<file path="src/rtl/ddr_burst_reader_if.sv">
// ddr_burst_reader_if: command, AXI4 read channel and output stream of the burst reader
interface ddr_burst_reader_if #(
    parameter int ADDR_W = 30,
    parameter int DATA_W = 256,
    parameter int LEN_W  = 16
);
    logic              cmd_valid;
    logic              cmd_ready;
    logic [ADDR_W-1:0] cmd_addr;
    logic [LEN_W-1:0]  cmd_len;
    logic              done;
    logic              err;
    logic              m_axi_arid;
    logic [ADDR_W-1:0] m_axi_araddr;
    logic [7:0]        m_axi_arlen;
    logic [2:0]        m_axi_arsize;
    logic [1:0]        m_axi_arburst;
    logic              m_axi_arlock;
    logic [3:0]        m_axi_arcache;
    logic [2:0]        m_axi_arprot;
    logic [3:0]        m_axi_arqos;
    logic              m_axi_arvalid;
    logic              m_axi_arready;
    logic              m_axi_rid;
    logic [DATA_W-1:0] m_axi_rdata;
    logic [1:0]        m_axi_rresp;
    logic              m_axi_rlast;
    logic              m_axi_rvalid;
    logic              m_axi_rready;
    logic              out_valid;
    logic              out_ready;
    logic [DATA_W-1:0] out_data;
    logic              out_last;

    modport master (
        input  cmd_valid, cmd_addr, cmd_len,
        output cmd_ready, done, err,
        output m_axi_arid, m_axi_araddr, m_axi_arlen, m_axi_arsize, m_axi_arburst,
        output m_axi_arlock, m_axi_arcache, m_axi_arprot, m_axi_arqos, m_axi_arvalid,
        input  m_axi_arready,
        input  m_axi_rid, m_axi_rdata, m_axi_rresp, m_axi_rlast, m_axi_rvalid,
        output m_axi_rready,
        output out_valid, out_data, out_last,
        input  out_ready
    );

    modport slave (
        output cmd_valid, cmd_addr, cmd_len,
        input  cmd_ready, done, err,
        input  m_axi_arid, m_axi_araddr, m_axi_arlen, m_axi_arsize, m_axi_arburst,
        input  m_axi_arlock, m_axi_arcache, m_axi_arprot, m_axi_arqos, m_axi_arvalid,
        output m_axi_arready,
        output m_axi_rid, m_axi_rdata, m_axi_rresp, m_axi_rlast, m_axi_rvalid,
        input  m_axi_rready,
        input  out_valid, out_data, out_last,
        output out_ready
    );
endinterface

</file>
<file path="src/rtl/ddr_burst_reader.sv">
// ddr_burst_reader: AXI4 INCR read-burst engine feeding a valid/ready beat stream
module ddr_burst_reader #(
    parameter int ADDR_W    = 30,
    parameter int DATA_W    = 256,
    parameter int MAX_BURST = 16,
    parameter int LEN_W     = 16
) (
    input logic clk,
    input logic resetn,
    ddr_burst_reader_if.master bus
);
    localparam int BYTES = DATA_W / 8;
    localparam int BSH   = $clog2(BYTES);

    typedef enum logic [1:0] {IDLE, ADDR, DATA, FLUSH} state_t;

    state_t            state, state_nx;
    logic [ADDR_W-1:0] cur_addr;
    logic [LEN_W-1:0]  remaining;
    logic [8:0]        beat_cnt, n, cap_rem, cap_bnd;
    logic [12:0]       bnd;
    logic [DATA_W-1:0] buf_data [2];
    logic [1:0]        buf_last;
    logic              wr_ptr, rd_ptr;
    logic [1:0]        count;
    logic              done_q, err_q;
    logic              cmd_ready, arvalid, rready, push, pop, last_beat;
    logic              unused_ok;

    // burst size: bounded by beats left, MAX_BURST and the next 4 KB page
    always_comb begin
        bnd     = (13'h1000 - {1'b0, cur_addr[11:0]}) >> BSH;
        cap_bnd = bnd > 13'(MAX_BURST) ? 9'(MAX_BURST) : 9'(bnd);
        cap_rem = remaining > LEN_W'(MAX_BURST) ? 9'(MAX_BURST) : 9'(remaining);
        n       = cap_rem < cap_bnd ? cap_rem : cap_bnd;
    end

    assign last_beat = beat_cnt == 9'd1;
    assign pop       = count != 2'd0 && bus.out_ready;
    assign push      = bus.m_axi_rvalid && rready;

    // next state and handshake strobes
    always_comb begin
        state_nx  = state;
        cmd_ready = state == IDLE;
        arvalid   = state == ADDR;
        rready    = state == DATA && (count != 2'd2 || pop);
        case (state)
            IDLE:    if (bus.cmd_valid) state_nx = bus.cmd_len == '0 ? FLUSH : ADDR;
            ADDR:    if (bus.m_axi_arready) state_nx = DATA;
            DATA:    if (push && last_beat) state_nx = remaining != '0 ? ADDR : FLUSH;
            FLUSH:   if (done_q) state_nx = IDLE;
            default: state_nx = IDLE;
        endcase
    end

    // state register
    always_ff @(posedge clk) begin
        if (!resetn) state <= IDLE;
        else state <= state_nx;
    end

    // command latch, burst bookkeeping, sticky error and done pulse
    always_ff @(posedge clk) begin
        if (!resetn) begin
            cur_addr  <= '0;
            remaining <= '0;
            beat_cnt  <= '0;
            err_q     <= 1'b0;
            done_q    <= 1'b0;
        end else begin
            done_q <= state == FLUSH && count == 2'd0 && !done_q;
            if (state == IDLE && bus.cmd_valid) begin
                cur_addr  <= bus.cmd_addr & ~ADDR_W'(BYTES - 1);
                remaining <= bus.cmd_len;
                err_q     <= 1'b0;
            end
            if (state == ADDR && bus.m_axi_arready) begin
                beat_cnt  <= n;
                cur_addr  <= cur_addr + (ADDR_W'(n) << BSH);
                remaining <= remaining - LEN_W'(n);
            end
            if (push) begin
                beat_cnt <= beat_cnt - 9'd1;
                if (bus.m_axi_rresp != 2'b00) err_q <= 1'b1;
            end
        end
    end

    // two-entry output buffer; a push and a pop may share a cycle even when full
    always_ff @(posedge clk) begin
        if (!resetn) begin
            buf_data[0] <= '0;
            buf_data[1] <= '0;
            buf_last    <= '0;
            wr_ptr      <= 1'b0;
            rd_ptr      <= 1'b0;
            count       <= 2'd0;
        end else begin
            if (push) begin
                buf_data[wr_ptr] <= bus.m_axi_rdata;
                buf_last[wr_ptr] <= remaining == '0 && last_beat;
                wr_ptr           <= ~wr_ptr;
            end
            if (pop) rd_ptr <= ~rd_ptr;
            count <= count + {1'b0, push} - {1'b0, pop};
        end
    end

    assign unused_ok         = ^{bus.m_axi_rid, bus.m_axi_rlast};
    assign bus.cmd_ready     = cmd_ready;
    assign bus.done          = done_q;
    assign bus.err           = err_q;
    assign bus.m_axi_arid    = 1'b0;
    assign bus.m_axi_araddr  = arvalid ? cur_addr : '0;
    assign bus.m_axi_arlen   = arvalid ? 8'(n - 9'd1) : 8'd0;
    assign bus.m_axi_arsize  = 3'(BSH);
    assign bus.m_axi_arburst = 2'b01;
    assign bus.m_axi_arlock  = 1'b0;
    assign bus.m_axi_arcache = 4'b0011;
    assign bus.m_axi_arprot  = 3'd0;
    assign bus.m_axi_arqos   = 4'd0;
    assign bus.m_axi_arvalid = arvalid;
    assign bus.m_axi_rready  = rready;
    assign bus.out_valid     = count != 2'd0;
    assign bus.out_data      = buf_data[rd_ptr];
    assign bus.out_last      = count != 2'd0 && buf_last[rd_ptr];
endmodule

</file>
<file path="src/flat_wrapper.sv">
// flat-port wrapper written by rule: the top's interface ports become plain ports
module ddr_burst_reader_flat 
#(
    parameter int ADDR_W    = 30,
    parameter int DATA_W    = 256,
    parameter int MAX_BURST = 16,
    parameter int LEN_W     = 16
)
  (clk, resetn, bus_cmd_valid, bus_cmd_addr, bus_cmd_len, bus_cmd_ready, bus_done, bus_err, bus_m_axi_arid, bus_m_axi_araddr, bus_m_axi_arlen, bus_m_axi_arsize, bus_m_axi_arburst, bus_m_axi_arlock, bus_m_axi_arcache, bus_m_axi_arprot, bus_m_axi_arqos, bus_m_axi_arvalid, bus_m_axi_arready, bus_m_axi_rid, bus_m_axi_rdata, bus_m_axi_rresp, bus_m_axi_rlast, bus_m_axi_rvalid, bus_m_axi_rready, bus_out_valid, bus_out_data, bus_out_last, bus_out_ready);
  ddr_burst_reader_if #(.ADDR_W(ADDR_W), .DATA_W(DATA_W), .LEN_W(LEN_W)) bus_i ();
  input logic clk;
  input logic resetn;
  input wire logic [$bits(bus_i.cmd_valid)-1:0] bus_cmd_valid;
  input wire logic [$bits(bus_i.cmd_addr)-1:0] bus_cmd_addr;
  input wire logic [$bits(bus_i.cmd_len)-1:0] bus_cmd_len;
  output wire logic [$bits(bus_i.cmd_ready)-1:0] bus_cmd_ready;
  output wire logic [$bits(bus_i.done)-1:0] bus_done;
  output wire logic [$bits(bus_i.err)-1:0] bus_err;
  output wire logic [$bits(bus_i.m_axi_arid)-1:0] bus_m_axi_arid;
  output wire logic [$bits(bus_i.m_axi_araddr)-1:0] bus_m_axi_araddr;
  output wire logic [$bits(bus_i.m_axi_arlen)-1:0] bus_m_axi_arlen;
  output wire logic [$bits(bus_i.m_axi_arsize)-1:0] bus_m_axi_arsize;
  output wire logic [$bits(bus_i.m_axi_arburst)-1:0] bus_m_axi_arburst;
  output wire logic [$bits(bus_i.m_axi_arlock)-1:0] bus_m_axi_arlock;
  output wire logic [$bits(bus_i.m_axi_arcache)-1:0] bus_m_axi_arcache;
  output wire logic [$bits(bus_i.m_axi_arprot)-1:0] bus_m_axi_arprot;
  output wire logic [$bits(bus_i.m_axi_arqos)-1:0] bus_m_axi_arqos;
  output wire logic [$bits(bus_i.m_axi_arvalid)-1:0] bus_m_axi_arvalid;
  input wire logic [$bits(bus_i.m_axi_arready)-1:0] bus_m_axi_arready;
  input wire logic [$bits(bus_i.m_axi_rid)-1:0] bus_m_axi_rid;
  input wire logic [$bits(bus_i.m_axi_rdata)-1:0] bus_m_axi_rdata;
  input wire logic [$bits(bus_i.m_axi_rresp)-1:0] bus_m_axi_rresp;
  input wire logic [$bits(bus_i.m_axi_rlast)-1:0] bus_m_axi_rlast;
  input wire logic [$bits(bus_i.m_axi_rvalid)-1:0] bus_m_axi_rvalid;
  output wire logic [$bits(bus_i.m_axi_rready)-1:0] bus_m_axi_rready;
  output wire logic [$bits(bus_i.out_valid)-1:0] bus_out_valid;
  output wire logic [$bits(bus_i.out_data)-1:0] bus_out_data;
  output wire logic [$bits(bus_i.out_last)-1:0] bus_out_last;
  input wire logic [$bits(bus_i.out_ready)-1:0] bus_out_ready;
  assign bus_i.cmd_valid = bus_cmd_valid;
  assign bus_i.cmd_addr = bus_cmd_addr;
  assign bus_i.cmd_len = bus_cmd_len;
  assign bus_cmd_ready = bus_i.cmd_ready;
  assign bus_done = bus_i.done;
  assign bus_err = bus_i.err;
  assign bus_m_axi_arid = bus_i.m_axi_arid;
  assign bus_m_axi_araddr = bus_i.m_axi_araddr;
  assign bus_m_axi_arlen = bus_i.m_axi_arlen;
  assign bus_m_axi_arsize = bus_i.m_axi_arsize;
  assign bus_m_axi_arburst = bus_i.m_axi_arburst;
  assign bus_m_axi_arlock = bus_i.m_axi_arlock;
  assign bus_m_axi_arcache = bus_i.m_axi_arcache;
  assign bus_m_axi_arprot = bus_i.m_axi_arprot;
  assign bus_m_axi_arqos = bus_i.m_axi_arqos;
  assign bus_m_axi_arvalid = bus_i.m_axi_arvalid;
  assign bus_i.m_axi_arready = bus_m_axi_arready;
  assign bus_i.m_axi_rid = bus_m_axi_rid;
  assign bus_i.m_axi_rdata = bus_m_axi_rdata;
  assign bus_i.m_axi_rresp = bus_m_axi_rresp;
  assign bus_i.m_axi_rlast = bus_m_axi_rlast;
  assign bus_i.m_axi_rvalid = bus_m_axi_rvalid;
  assign bus_m_axi_rready = bus_i.m_axi_rready;
  assign bus_out_valid = bus_i.out_valid;
  assign bus_out_data = bus_i.out_data;
  assign bus_out_last = bus_i.out_last;
  assign bus_i.out_ready = bus_out_ready;
  ddr_burst_reader #(.ADDR_W(ADDR_W), .DATA_W(DATA_W), .MAX_BURST(MAX_BURST), .LEN_W(LEN_W)) u_core (.clk(clk), .resetn(resetn), .bus(bus_i));
endmodule
</file>
<file path="config.mk">
export PLATFORM = sky130hd
export DESIGN_NAME = ddr_burst_reader_flat
export DESIGN_NICKNAME = d
export VERILOG_FILES = /design/src/rtl/ddr_burst_reader_if.sv /design/src/rtl/ddr_burst_reader.sv /design/src/flat_wrapper.sv
export SDC_FILE = /design/constraint.sdc
export NUM_CORES = 1
export LEC_CHECK = 0
export CORE_ASPECT_RATIO = 1.25
export CORE_UTILIZATION = 40
export CTS_BUF_LIST = sky130_fd_sc_hd__clkbuf_2
export CTS_CLUSTER_DIAMETER = 40
export DETAILED_ROUTE_END_ITERATION = 6
export PLACE_DENSITY = 0.74
export SLEW_MARGIN = 5
export SYNTH_ARGS = -nofsm -noshare
export SYNTH_HDL_FRONTEND = slang
export SYNTH_SLANG_ARGS = --single-unit
</file>
<file path="constraint.sdc">
create_clock -name clk -period 22.8 [get_ports clk]
set_clock_uncertainty 0.1 [all_clocks]
set_input_delay 4.56 -clock clk [delete_from_list [all_inputs] [get_ports clk]]
set_output_delay 4.56 -clock clk [all_outputs]
set_load 0.05 [all_outputs]
</file>
==> metrics.md <==
| Metric | Value |
|---|---|
| Worst Hold Class | `reg -> reg` |
| Final Cycle Share | `48.5%` |
| # nets final | `3,001` |
| Synth async-reset ratio | `0%` |
| Critical path peak fanout | `6` |
| Io pins | `631` |
| Clk Latency, worst-skew pair | `1.32 ns` |
| GPL Wtd Cong | `0.856` |
| DR vias/cell | `5.06` |
| CP endpoint kind | `primary output` |
| Row Count | `105` |
| Critical path required time | `18.14 ns` |
| CP Class | `reg -> out` |
| Outcome | `finished clean` |
| Crit path max-delay family | `buffers and inverters` |
| Unrepaired setup endpoints after global routing | `no` |
| Post-detail-place hpwl | `47.9 mm` |
| Clock buffer depth | `3` |
| Final Hold Vio Count | `0` |
| Most frequent cells in the layout | `clkdlybuf4s50_1 (600), and2_1 (539), edfxtp_1 (512), mux2_2 (257), clkbuf_2 (205)` |
| Core area | `0.0657 mm2` |
| Hold depth | `2` |
| # Max-Cap Violations | `0` |
| Number of global-route vias before repair | `19.3k` |
| Unique masters post-synth | `72` |
| Post-CTS Repair Setup Buffers | `0` |
| Tot GR Track Use | `21.1%` |
| TritonCTS buffer count | `143` |
| Leak pwr | `0.0132 uW` |
| Most common cell after layout, fill and taps aside | `clkdlybuf4s50_1` |
| Chip height | `290 um` |
| Syn avg cell area | `13.3 um2` |
| Hold_buf cts | `0` |
| Reg2reg path depth | `21` |
| Critical Path AT | `6.39 ns` |
| Chip width | `233 um` |
| Peak supply drop | `0.0584 mV` |
| Final wirelength | `72.4 mm` |
| Overflow after GRT | `0` |
| Post-synth EDFFs | `512` |
| P&R area growth vs syn | `30.5%` |
| Largest net degree at the start of global routing | `169` |
| Bufs and invs on worst path | `3` |
| Cell count along the critical path | `18` |
| First-pass GRT wire length | `108 mm` |
| Crit path time final | `11.05 ns` |
| Input/output buffers | `600` |
| Pins Over Slew Limit | `0` |
| Initial antenna violation count | `15` |
| Syn Inst Count | `1,996` |
| Initial Util | `40.5%` |
| Antenna-violating nets left | `0` |
| CTS root buf | `clkbuf_2` |
| CTS tree | `done` |
| Worst path most repeated cell | `ha_1` |
| Final hold slack | `0.385 ns` |
| Worst-path clk slew | `0.11 ns` |
| DR WL/cell | `20.0 um` |
| Yosys Warn Count | `0` |
| FILL cells | `5,576` |
| # resized after CTS | `0` |
| Sequential share of the synthesized area | `62.4%` |
| Measured slew at the worst slew-check pin | `1.38 ns` |
| Yosys reg bits | `573` |
| # DRC | `0` |
| Vias | `18.3k` |
| Cell area power density | `87.9 mW/mm2` |
| H-tree depth reported by CTS | `4` |
| Slew Limit Headroom | `7.46%` |
| Final setup TNS | `0 ns` |
| Clock sink count | `573` |
| Critical path launch point type | `flip-flop` |
| Post-Syn Area | `0.0266 mm2` |
| Worst path cell trace | `inv_1 -> ha_1 -> nor3b_1 -> nand3_1 -> a22oi_1 -> nand2_1 -> ha_1 -> and4_1 -> nand2_1 -> o211ai_1 -> nand2b_2 -> mux2i_1 -> inv_1 -> ha_1 -> o221ai_2 -> xnor2_1 -> nor2_1 -> clkdlybuf4s50_1` |
| Largest stage delay on the critical path | `0.82 ns` |
| TritonRoute pass-1 iters | `7` |
| Iter 0 DRT Violations | `1,040` |
| Slowest stage cell, crit path | `clkdlybuf4s50_1` |
| Number of setup violations in the final report | `0` |
| Most used flip-flop cell after synthesis | `edfxtp_1` |
| Max Fclk | `0.0905 GHz` |
| Share of layout cells above drive strength 1 | `18.6%` |
| Die area | `0.0675 mm2` |
[sequential cells by signal (all words and copies together), names as in the netlist, 2 cells and up, named ones only]
signal and count:
u_core.cur_addr 25, u_core.remaining 16, u_core.buf_last 2, u_core.count 2, u_core.buf_data 512, u_core.beat_cnt 9
u_core.state 2
[cell usage after synthesis (19+ instances only)]
cell | n | area [um2]
edfxtp_1 | 512 | 15400
and2_1 | 539 | 3370
clkbuf_1 | 103 | 387
nand3_1 | 19 | 95.1
inv_1 | 28 | 105
dfxtp_1 | 61 | 1220
nand2_1 | 76 | 285
nor2_1 | 60 | 225
mux2_2 | 257 | 2890
a21oi_1 | 34 | 170
buf_4 | 24 | 180
ha_1 | 32 | 400
o21ai_0 | 25 | 125
[power breakdown]
group / switching, uW / internal [uW] / total, uW / leakage, uW
clock network: 412 / 296 / 708 / 0.000987
logic: 689 / 411 / 1100 / 0.00639
registers: 44.4 / 1200 / 1240 / 0.00580
total: 1150 / 1900 / 3050 / 0.0132
[area by class of cell]
| type | count | area, um2 | share of cell area (%) |
|---|---|---|---|
| Sequential cell | 573 | 16600 | 47.9 |
| Multi-Input combinational cell | 1289 | 9400 | 27.1 |
| Timing Repair Buffer | 617 | 6160 | 17.8 |
| Tap cell | 856 | 1070 | 3.09 |
| Clock buffer | 205 | 1030 | 2.96 |
| Clock inverter | 36 | 277 | 0.797 |
| Inverter | 31 | 119 | 0.343 |
| Antenna cell | 14 | 35.0 | 0.101 |
[logic make-up (layout without fill, tap and decap cells)]
logic type | after synthesis | count (layout) | share of synthesized area (%)
AO/OA/AOI/OAI | 162 | 162 | 4.20
XOR/XNOR | 19 | 19 | 0.626
adder cells (fa/ha/maj) | 34 | 34 | 1.66
buffers and inverters | 169 | 889 | 2.80
flip-flops | 573 | 573 | 62.4
multiplexers | 267 | 267 | 11.3
other | 2 | 51 | 0.0283
AND/OR/NAND/NOR | 770 | 770 | 16.9
[tightest hold or removal path, cell delays in order, from the launching register on]
cell and delay [ns]:
dfxtp_1 0.34, nand2_1 0.06, a21oi_1 0.05
[routing by layer]
metal	share of wire, %	GRT usage [%]	wire [um]	vias to the layer above
met1	37	22.4	26700	8925
met4	4.6	12.2	3350	2
li1	-	-	-	8502
met2	52	37.0	37500	703
met3	6.6	5.94	4780	191
met5	0.017	0	12	-
[per-stage QoR]
step / cells / total power, uW / setup WS, ns / util (%) / cell area (um2)
after global placement: 3366 / 2350 / 11.90 / 50.8 / 33300
final: 3621 / 3050 / 11.75 / 52.8 / 34700
after detailed placement: 3366 / 2360 / 11.92 / 50.8 / 33300
after CTS: 3607 / 3080 / 11.44 / 52.7 / 34600
after floorplan: 2031 / 2010 / 4.72 / - / 26700
after global routing: 3620 / 3170 / 11.02 / 52.8 / 34700
[path summary, 6_finish.rpt]
| path | start | end | slack, ns |
|---|---|---|---|
| worst max-delay path | u_core.cur_addr[6]$_SDFFE_PN0P_ | bus_m_axi_arlen[4] | 11.75 |
| worst min-delay path | u_core.bus.err$_SDFF_PN0_ | u_core.bus.err$_SDFF_PN0_ | 0.39 |
| worst max register to register | u_core.cur_addr[6]$_SDFFE_PN0P_ | u_core.remaining[15]$_SDFFE_PN0P_ | 16.33 |
| worst min register to register | u_core.bus.err$_SDFF_PN0_ | u_core.bus.err$_SDFF_PN0_ | 0.39 |
Note: power is estimated with default switching activity, not from simulation.
